$ cat config.mk
export PLATFORM = sky130hd
export DESIGN_NAME = wall_query_arbiter
export DESIGN_NICKNAME = d
export VERILOG_FILES = /design/src/rtl/wall_arb_pkg.sv /design/src/rtl/wall_query_arbiter_rr_arbiter.sv /design/src/rtl/wall_query_arbiter.sv
export SDC_FILE = /design/constraint.sdc
export NUM_CORES = 1
export LEC_CHECK = 0
export CAP_MARGIN = 20
export CELL_PAD_IN_SITES_DETAIL_PLACEMENT = 2
export CELL_PAD_IN_SITES_GLOBAL_PLACEMENT = 2
export CORE_MARGIN = 1
export CORE_UTILIZATION = 21
export DETAILED_ROUTE_END_ITERATION = 8
export GPL_TIMING_DRIVEN = 0
export PLACE_DENSITY = 0.8
export SYNTH_ARGS = -nofsm -noshare
export SYNTH_HDL_FRONTEND = slang
export SYNTH_SLANG_ARGS = --single-unit
export TNS_END_PERCENT = 50
$ cat constraint.sdc
create_clock -name Clk -period 2.4 [get_ports Clk]
set_input_delay 0.36 -clock Clk [delete_from_list [all_inputs] [get_ports Clk]]
set_output_delay 0.36 -clock Clk [all_outputs]
set_load 0.02 [all_outputs]
$ cat src/rtl/wall_arb_pkg.sv
// Shared types and constants for the wall-lookup arbiter: FSM state encoding,
// probe counts, coordinate width and the saturating coordinate adder.
package wall_arb_pkg;

  typedef enum logic [1:0] {
    ST_IDLE  = 2'd0,
    ST_PROBE = 2'd1,
    ST_DONE  = 2'd2
  } state_t;

  localparam int PROBES_CORNER = 4;
  localparam int PROBES_EDGE   = 8;
  localparam int COORD_W       = 10;
  localparam logic [COORD_W-1:0] COORD_MAX = 10'h3FF;

  // Probe points near the right/bottom screen edge clamp instead of wrapping to a small coordinate.
  function automatic logic [COORD_W-1:0] sat_add(input logic [COORD_W-1:0] base,
                                                 input logic [COORD_W-1:0] off);
    logic [COORD_W:0] sum;
    sum = {1'b0, base} + {1'b0, off};
    return sum[COORD_W] ? COORD_MAX : sum[COORD_W-1:0];
  endfunction

endpackage

$ cat src/rtl/wall_query_arbiter_rr_arbiter.sv
// Combinational round-robin picker: the search starts one past the most
// recently served index and wraps modulo NUM_REQ.
module rr_arbiter #(
  parameter int NUM_REQ = 4,
  parameter int IDX_W   = 2
) (
  input  logic [NUM_REQ-1:0] req_i,
  input  logic [IDX_W-1:0]   last_i,
  output logic               grant_valid_o,
  output logic [IDX_W-1:0]   grant_idx_o
);

  logic [IDX_W-1:0] cand;

  // Walk from the farthest distance down to the nearest so the nearest requester overwrites.
  always_comb begin
    grant_valid_o = |req_i;
    grant_idx_o   = '0;
    cand          = '0;
    for (int i = NUM_REQ; i >= 1; i--) begin
      cand = IDX_W'((int'(last_i) + i) % NUM_REQ);
      if (req_i[cand]) begin
        grant_idx_o = cand;
      end
    end
  end

endmodule

$ cat src/rtl/wall_query_arbiter.sv
// Shares one combinational wall-map port among sprite movers, probing bounding-box
// points one per cycle. Optional macro WALL_ARB_EDGE_PROBE_EN adds 4 edge midpoints.
module wall_query_arbiter
  import wall_arb_pkg::*;
#(
  parameter int NUM_REQ  = 4,
  parameter int SPRITE_S = 16
) (
  input  logic                            Clk,
  input  logic                            Reset,
  input  logic [NUM_REQ-1:0]              req,
  input  logic [NUM_REQ-1:0][COORD_W-1:0] req_x,
  input  logic [NUM_REQ-1:0][COORD_W-1:0] req_y,
  output logic [NUM_REQ-1:0]              ack,
  output logic [NUM_REQ-1:0]              blocked,
  output logic                            busy,
  output logic [COORD_W-1:0]              probe_x,
  output logic [COORD_W-1:0]              probe_y,
  input  logic                            wall_on
);

  localparam int IDX_W = (NUM_REQ > 1) ? $clog2(NUM_REQ) : 1;
`ifdef WALL_ARB_EDGE_PROBE_EN
  localparam int NUM_PROBES = PROBES_EDGE;
  localparam int PIDX_W     = 3;
`else
  localparam int NUM_PROBES = PROBES_CORNER;
  localparam int PIDX_W     = 2;
`endif
  localparam logic [PIDX_W-1:0]  LAST_PIDX = PIDX_W'(NUM_PROBES - 1);
  localparam logic [COORD_W-1:0] OFF_FAR   = COORD_W'(SPRITE_S - 1);
  localparam logic [COORD_W-1:0] OFF_MID   = COORD_W'(SPRITE_S / 2);

  state_t               state_q, state_d;
  logic [COORD_W-1:0]   x_q, x_d, y_q, y_d;
  logic [IDX_W-1:0]     win_q, win_d, last_q, last_d;
  logic [PIDX_W-1:0]    pidx_q, pidx_d;
  logic [NUM_REQ-1:0]   blocked_q, blocked_d;

  logic                 grant_valid;
  logic [IDX_W-1:0]     grant_idx;
  logic [COORD_W-1:0]   off_x, off_y, pt_x, pt_y;

  rr_arbiter #(
    .NUM_REQ (NUM_REQ),
    .IDX_W   (IDX_W)
  ) u_rr (
    .req_i         (req),
    .last_i        (last_q),
    .grant_valid_o (grant_valid),
    .grant_idx_o   (grant_idx)
  );

  // Corner points first, then (optionally) the edge midpoints.
  always_comb begin
    off_x = '0;
    off_y = '0;
    case (pidx_q)
      PIDX_W'(1): off_x = OFF_FAR;
      PIDX_W'(2): off_y = OFF_FAR;
      PIDX_W'(3): begin off_x = OFF_FAR; off_y = OFF_FAR; end
`ifdef WALL_ARB_EDGE_PROBE_EN
      PIDX_W'(4): off_x = OFF_MID;
      PIDX_W'(5): off_y = OFF_MID;
      PIDX_W'(6): begin off_x = OFF_FAR; off_y = OFF_MID; end
      PIDX_W'(7): begin off_x = OFF_MID; off_y = OFF_FAR; end
`endif
      default: ;
    endcase
    pt_x = sat_add(x_q, off_x);
    pt_y = sat_add(y_q, off_y);
  end

  always_comb begin
    state_d   = state_q;
    x_d       = x_q;
    y_d       = y_q;
    win_d     = win_q;
    last_d    = last_q;
    pidx_d    = pidx_q;
    blocked_d = blocked_q;
    case (state_q)
      ST_IDLE: begin
        if (grant_valid) begin
          win_d   = grant_idx;
          x_d     = req_x[grant_idx];
          y_d     = req_y[grant_idx];
          pidx_d  = '0;
          state_d = ST_PROBE;
        end
      end
      ST_PROBE: begin
        if (wall_on) begin
          blocked_d[win_q] = 1'b1;
          state_d          = ST_DONE;
        end else if (pidx_q == LAST_PIDX) begin
          blocked_d[win_q] = 1'b0;
          state_d          = ST_DONE;
        end else begin
          pidx_d = pidx_q + PIDX_W'(1);
        end
      end
      ST_DONE: begin
        last_d  = win_q;
        state_d = ST_IDLE;
      end
      default: state_d = ST_IDLE;
    endcase
  end

  always_ff @(posedge Clk or posedge Reset) begin
    if (Reset) begin
      state_q   <= ST_IDLE;
      x_q       <= '0;
      y_q       <= '0;
      win_q     <= '0;
      last_q    <= IDX_W'(NUM_REQ - 1);
      pidx_q    <= '0;
      blocked_q <= '0;
    end else begin
      state_q   <= state_d;
      x_q       <= x_d;
      y_q       <= y_d;
      win_q     <= win_d;
      last_q    <= last_d;
      pidx_q    <= pidx_d;
      blocked_q <= blocked_d;
    end
  end

  genvar gi;
  generate
    for (gi = 0; gi < NUM_REQ; gi++) begin : g_ack
      assign ack[gi] = (state_q == ST_DONE) && (win_q == IDX_W'(gi));
    end
  endgenerate

  assign blocked = blocked_q;
  assign busy    = (state_q != ST_IDLE);
  assign probe_x = (state_q == ST_PROBE) ? pt_x : '0;
  assign probe_y = (state_q == ST_PROBE) ? pt_y : '0;

endmodule
==> Word-level counts from Yosys, hierarchy flattened <==
Index checks and enable logic that the tools add are counted.
{ "totals": {"input_bits": 87, "mem_count": 0, "romBits": 0, "out_inout_bits": 29, "latch_bits": 0, "reg_bits": 32, "ramBits": 0, "word_cells": 87} }
{ "classes": {"n_lt_le_gt_ge": 7, "reduce_logical": 17, "div_mod_pow": 0, "add_sub_neg": 7, "n_mux": 34, "bitwise": 3, "eq_ne": 12, "n_mul": 0, "n_shift": 0} }
{ "op_table": {"columns": ["op", "n"], "rows": [
  ["10-bit two-way mux", 6],
  ["10-bit binary-select mux with 2-bit select", 2],
  ["10-bit by 10-bit adder with 11-bit output", 2],
  ["2-bit two-way mux", 10],
  ["2-bit by 3-bit less-than comparator with 1-bit output (second input constant)", 6],
  ["4-bit two-way mux", 4],
  ["2-bit == test (second input constant)", 5],
  ["1-bit binary-select mux with 2-bit select", 4],
  ["2-bit one-hot mux with 2 select lines", 2],
  ["2-bit by 1-bit adder with 2-bit output (second input constant)", 3],
  ["2-bit by 1-bit == test with 1-bit output (second input constant)", 3],
  ["2-bit != test (second input constant)", 3],
  ["2-bit AND reduction", 3],
  ["2-bit nonzero test", 3],
  ["1-bit logical AND", 5],
  ["1-bit two-way mux", 5],
  ["2-bit adder (second input constant)", 2],
  ["4-bit bitwise AND", 1],
  ["2-bit logical NOT", 2],
  ["4-bit NOT", 1],
  ["4-bit OR", 1],
  ["4-bit AND reduction", 1],
  ["2-bit OR reduction", 2],
  ["4-bit OR reduction", 1],
  ["other kinds (3)", 3]
]} }

==> Longest topological paths before layout <==
{ "logic_depth": {"word_depth": 9, "ltp_mapped": 12, "ltp_nobuf": 11} }

==> By module <==
From an unflattened synthesis, not the netlist that was laid out.
{ "unflattened": {"cells_unflattened": 285, "hier_area_um2": 2617.5} }
{ "modules_own_cells": {"columns": ["mod", "cells_each", "seq_area_each_um2", "n_inst", "area_per_inst_um2"], "rows": [
  ["wall_query_arbiter", 271, 803.3, 1, 2526.2],
  ["rr_arbiter", 14, 0.0, 1, 91.3]
]} }

==> Least setup slack after synthesis <==
Ideal clock, no wire load.
{ "synth_path": {"kind": "reg-to-output", "startpoint": "reg pidx_q[0]", "endpoint": "out probe_y[8]", "required_time_ns": 2.040, "path_slack_ns": -0.456, "t_arrival_ns": 2.496, "path_stages_with_launch": 9, "cell_sequence": "dfrtp_1 -> ha_1 -> or2_2 -> ha_1 -> nor2b_1 -> o21ai_0 -> a21boi_1 -> a21oi_1 -> a311oi_1"} }
{ "synth_between": {"elab_chain_len": 6, "elab_cells_between_ends": 7} }
{ "synth_rtl": {"columns": ["item", "line_no", "text"], "rows": [
  ["from (decl)", "wall_query_arbiter.sv:37", "logic [PIDX_W-1:0] pidx_q, pidx_d;"],
  ["from (signal assigned)", "wall_query_arbiter.sv:126", "pidx_q <= pidx_d;"],
  ["2-bit == test", "wall_query_arbiter.sv:58", "case (pidx_q)"],
  ["2-bit OR reduction (no source line) (*)", null, null],
  ["4-bit two-way mux (*)", "wall_query_arbiter.sv:58", null],
  ["10-bit by 10-bit adder with 11-bit output (*)", "wall_arb_pkg.sv:20", "sum = {1'b0, base} + {1'b0, off};"],
  ["10-bit two-way mux (*)", "wall_arb_pkg.sv:21", "return sum[COORD_W] ? COORD_MAX : sum[COORD_W-1:0];"],
  ["10-bit two-way mux (*)", "wall_query_arbiter.sv:141", "assign probe_y = (state_q == ST_PROBE) ? pt_y : '0;"],
  ["to (decl)", "wall_query_arbiter.sv:18", "output logic [COORD_W-1:0] probe_y,"]
]} }
Mark *: on every way between the ends. The rest lies on a longest branch, timed or not.

==> Final worst setup path <==
{ "layout_path": {"startpoint": "reg pidx_q[1]", "endpoint": "out probe_x[3]"} }
{ "layout_between": {"elab_chain_len": 6, "elab_cells_between_ends": 7} }
{ "layout_rtl": {"columns": ["item", "line_no", "text"], "rows": [
  ["2-bit == test / 2-bit by 1-bit == test with 1-bit output (equally long branches)", "wall_query_arbiter.sv:58", null],
  ["2-bit OR reduction (no source line) (*)", null, null],
  ["4-bit two-way mux (*)", "wall_query_arbiter.sv:58", null],
  ["10-bit by 10-bit adder with 11-bit output (*)", "wall_arb_pkg.sv:20", null],
  ["10-bit two-way mux (*)", "wall_arb_pkg.sv:21", null],
  ["10-bit two-way mux (*)", "wall_query_arbiter.sv:140", "assign probe_x = (state_q == ST_PROBE) ? pt_x : '0;"],
  ["to (decl)", "wall_query_arbiter.sv:17", "output logic [COORD_W-1:0] probe_x,"]
]} }
Marked as above.

==> impl_metrics.yaml <==
grt:
  grt_usage_pct: 16.67
  grt_pass1_wl_um: 16370
  antenna_found_initial: 0
  grt_pass1_vias: 3084
  grt_overflow: 0
  grt_max_degree: 20
floorplan:
  initial_utilization_pct: 21.51
  die_area_sq_um: 12700
  core_area_sq_um: 11960
  fp.dieW_um: 112.7
  std_cell_rows: 40
  ioPinCount: 116
  die_h_um: 112.7
critical_path:
  worst-path-max-fanout: 6
  worstSetupPathType: "reg -> out"
  endpoint_kind: "primary output"
  cp-start-kind: "flop"
  critPathRequiredTime_ns: 2.04
  arrival_ns: 2.75
timing:
  period_share_pct: 129.6
  timing.hold.ws_ns: 0.4951
  fin_ws_ns: -0.7106
  clock.fmax_ghz: 0.3215
  hold_viol: 0
  max_slew.worst_pin.slew_ns: 0.9521
  relSlewSlack_pct: 36.53
  min_period_ns: 3.111
  setup_viol: 20
  tns_ns: -12.46
  finalClockSkew_ns: 0.01044
  rsz0062_at_grt: "yes"
  maxSlewViolCount: 0
clock_network:
  path_clk_slew_ns: 0.06
  cts_buffers: 5
  htreeDepth: 2
  clkLatencyLatePin_ns: 0.28
  clock_sinks: 32
  root_buffer: "clkbuf_16"
  tritoncts: "built"
  cts_max_path_buffers: 2
layout:
  fin_util_pct: 39.97
  n_antenna_cell: 0
  layout_commonest_cell: "clkdlybuf4s50_1"
  drive_gt1_share_pct: 29.07
  areaGrowthSynthToFinish_pct: 85.85
  post-route-cell-area_sq_um: 4781
  final_nets: 529
  seq_area_sq_um: 805.8
  num-fill-cells: 1266
  final_cell_mix: "clkdlybuf4s50_1, mux2i_1, nand2_1, dfrtp_1, buf_4"
  multiInputGateArea_sq_um: 2048
  fin_cells: 577
pwr:
  leakage_nw: 1.911
  totalPowerFinal_mw: 6.136
  p_per_area_nw_per_um2: 1284
  ir_worst_vdd_uv: 548.0
logic_synthesis:
  synthMuxAreaShare_pct: 17.75
  synth_compound_area_share_pct: 18.92
  seq_area_frac_synth_pct: 31.23
  synth-edff-count: 0
  synthAdderAreaFrac_pct: 6.907
  synth_flop_cell: "dfrtp_1"
  ys_types: 46
  synthSimpleGateAreaFrac_pct: 15.76
  yosys_warnings: 0
  synthArstFlopShare_pct: 100.0
  synthCells: 281
  synth_area_sq_um: 2572
  postSynthAreaPerCell_sq_um: 9.155
  syn_nets: 381
  synth_top_family_by_area: "compound AO/OA/AOI/OAI gates"
  synth-seq-cells: 32
  synth-xor-area-share_pct: 2.724
placement:
  portBuffers: 115
  dp.cells: 545
  dpl.hpwl_um: 8275
  pre_cts_ws_ns: -1.058
  dpl-instance-area_sq_um: 4258
  gp_congestion: 0.7555
routing:
  drtPass1Iterations: 4
  post-route-drc-count: 0
  wl_per_cell_um: 18.94
  routed_via_density: 4.752
  drt_wl_total_um: 10930
  vias: 2742
  initialDrtViolationCount: 50
  final_antenna_net_count: 0
outcome:
  status: "finished, violations left"
  failed_checks: "setup timing"
hold_path:
  hold_path.class: "in -> async"
flow_run:
  drv_cap: 0
worst paths after layout:
kind | from | end | slack (ns) | cells past startpoint
max | pidx_q[1]$_DFFE_PP0P_ | probe_x[3] | -0.71 | 14
min | Reset | x_q[6]$_DFFE_PP0P_ | 0.50 | 2
max reg2reg | last_q[0]$_DFFE_PP1P_ | x_q[8]$_DFFE_PP0P_ | 0.35 | 6
min reg2reg | flop | flop | 0.50 | 1
max in group asynchronous | Reset | pidx_q[1]$_DFFE_PP0P_ | 1.34 | 3
min in group Clk | flop | flop | 0.50 | 1
what timing repair did:
action                                  4_1_cts  5_1_grt
pin swaps                                    12       12
gates resized for setup                     130       21
gates cloned                                  0        0
hold buffers                                  0        0
endpoints found under the setup margin       20       20
buffers inserted                             12       12
worst max-delay path, cell delays in order, from the launching register on:
cell      delay [ns]
dfrtp_2         0.45
inv_1           0.08
ha_2            0.16
or2_4           0.16
buf_4           0.13
inv_1           0.05
fa_2            0.38
nor2b_2         0.12
o21ai_1         0.06
nand2b_1        0.17
buf_8           0.17
nand3_4         0.10
buf_12          0.17
a21oi_4         0.13
buf_6           0.14
kinds of logic after synthesis:
group,Yosys count
xor+xnor,8
compound gates,67
mux,45
simple gates,84
fa+ha+maj,13
flops,32
buf+inv,32
where the power goes:
part / total, mW / internal (mW) / switching, mW
combinational: 4.35 / 2.10 / 2.25
clock: 0.612 / 0.383 / 0.229
sequential: 1.17 / 0.821 / 0.350
total: 6.14 / 3.30 / 2.83
synth_stat cells, drive strengths merged, types with 6 or more instances:
master   n  area, sq um
mux2i   40        400.4
nand2   33        123.9
dfrtp   30        750.7
o221ai  21        183.9
a21oi   18        93.84
inv     16        60.05
nor2    12        45.04
ha      11        137.6
clkbuf   9        33.78
nand3    8        40.04
o21ai    8        43.79
buf      7        78.83
nand2b   7        43.79
nor3     6        30.03
layer usage:
layer  track usage, %  vias to the layer above  wire length [um]
met2            30.62                       59              5820
met3            2.754                        8               331
met1            20.72                     1361              4660
li1                 -                     1314                 -
met5                0                        -                 0
met4            2.400                        0               119
final cells by class:
cell class	count	share of cell area, %
inverters	16	1.256
repair buffers	141	29.73
flip-flops and latches	32	16.85
clock buffers	7	2.774
well taps	147	3.847
clock inverters	1	0.1047
plain buffers	16	2.591
multi-input cells	217	42.84
No activity file was read; power rests on OpenSTA's default activity.
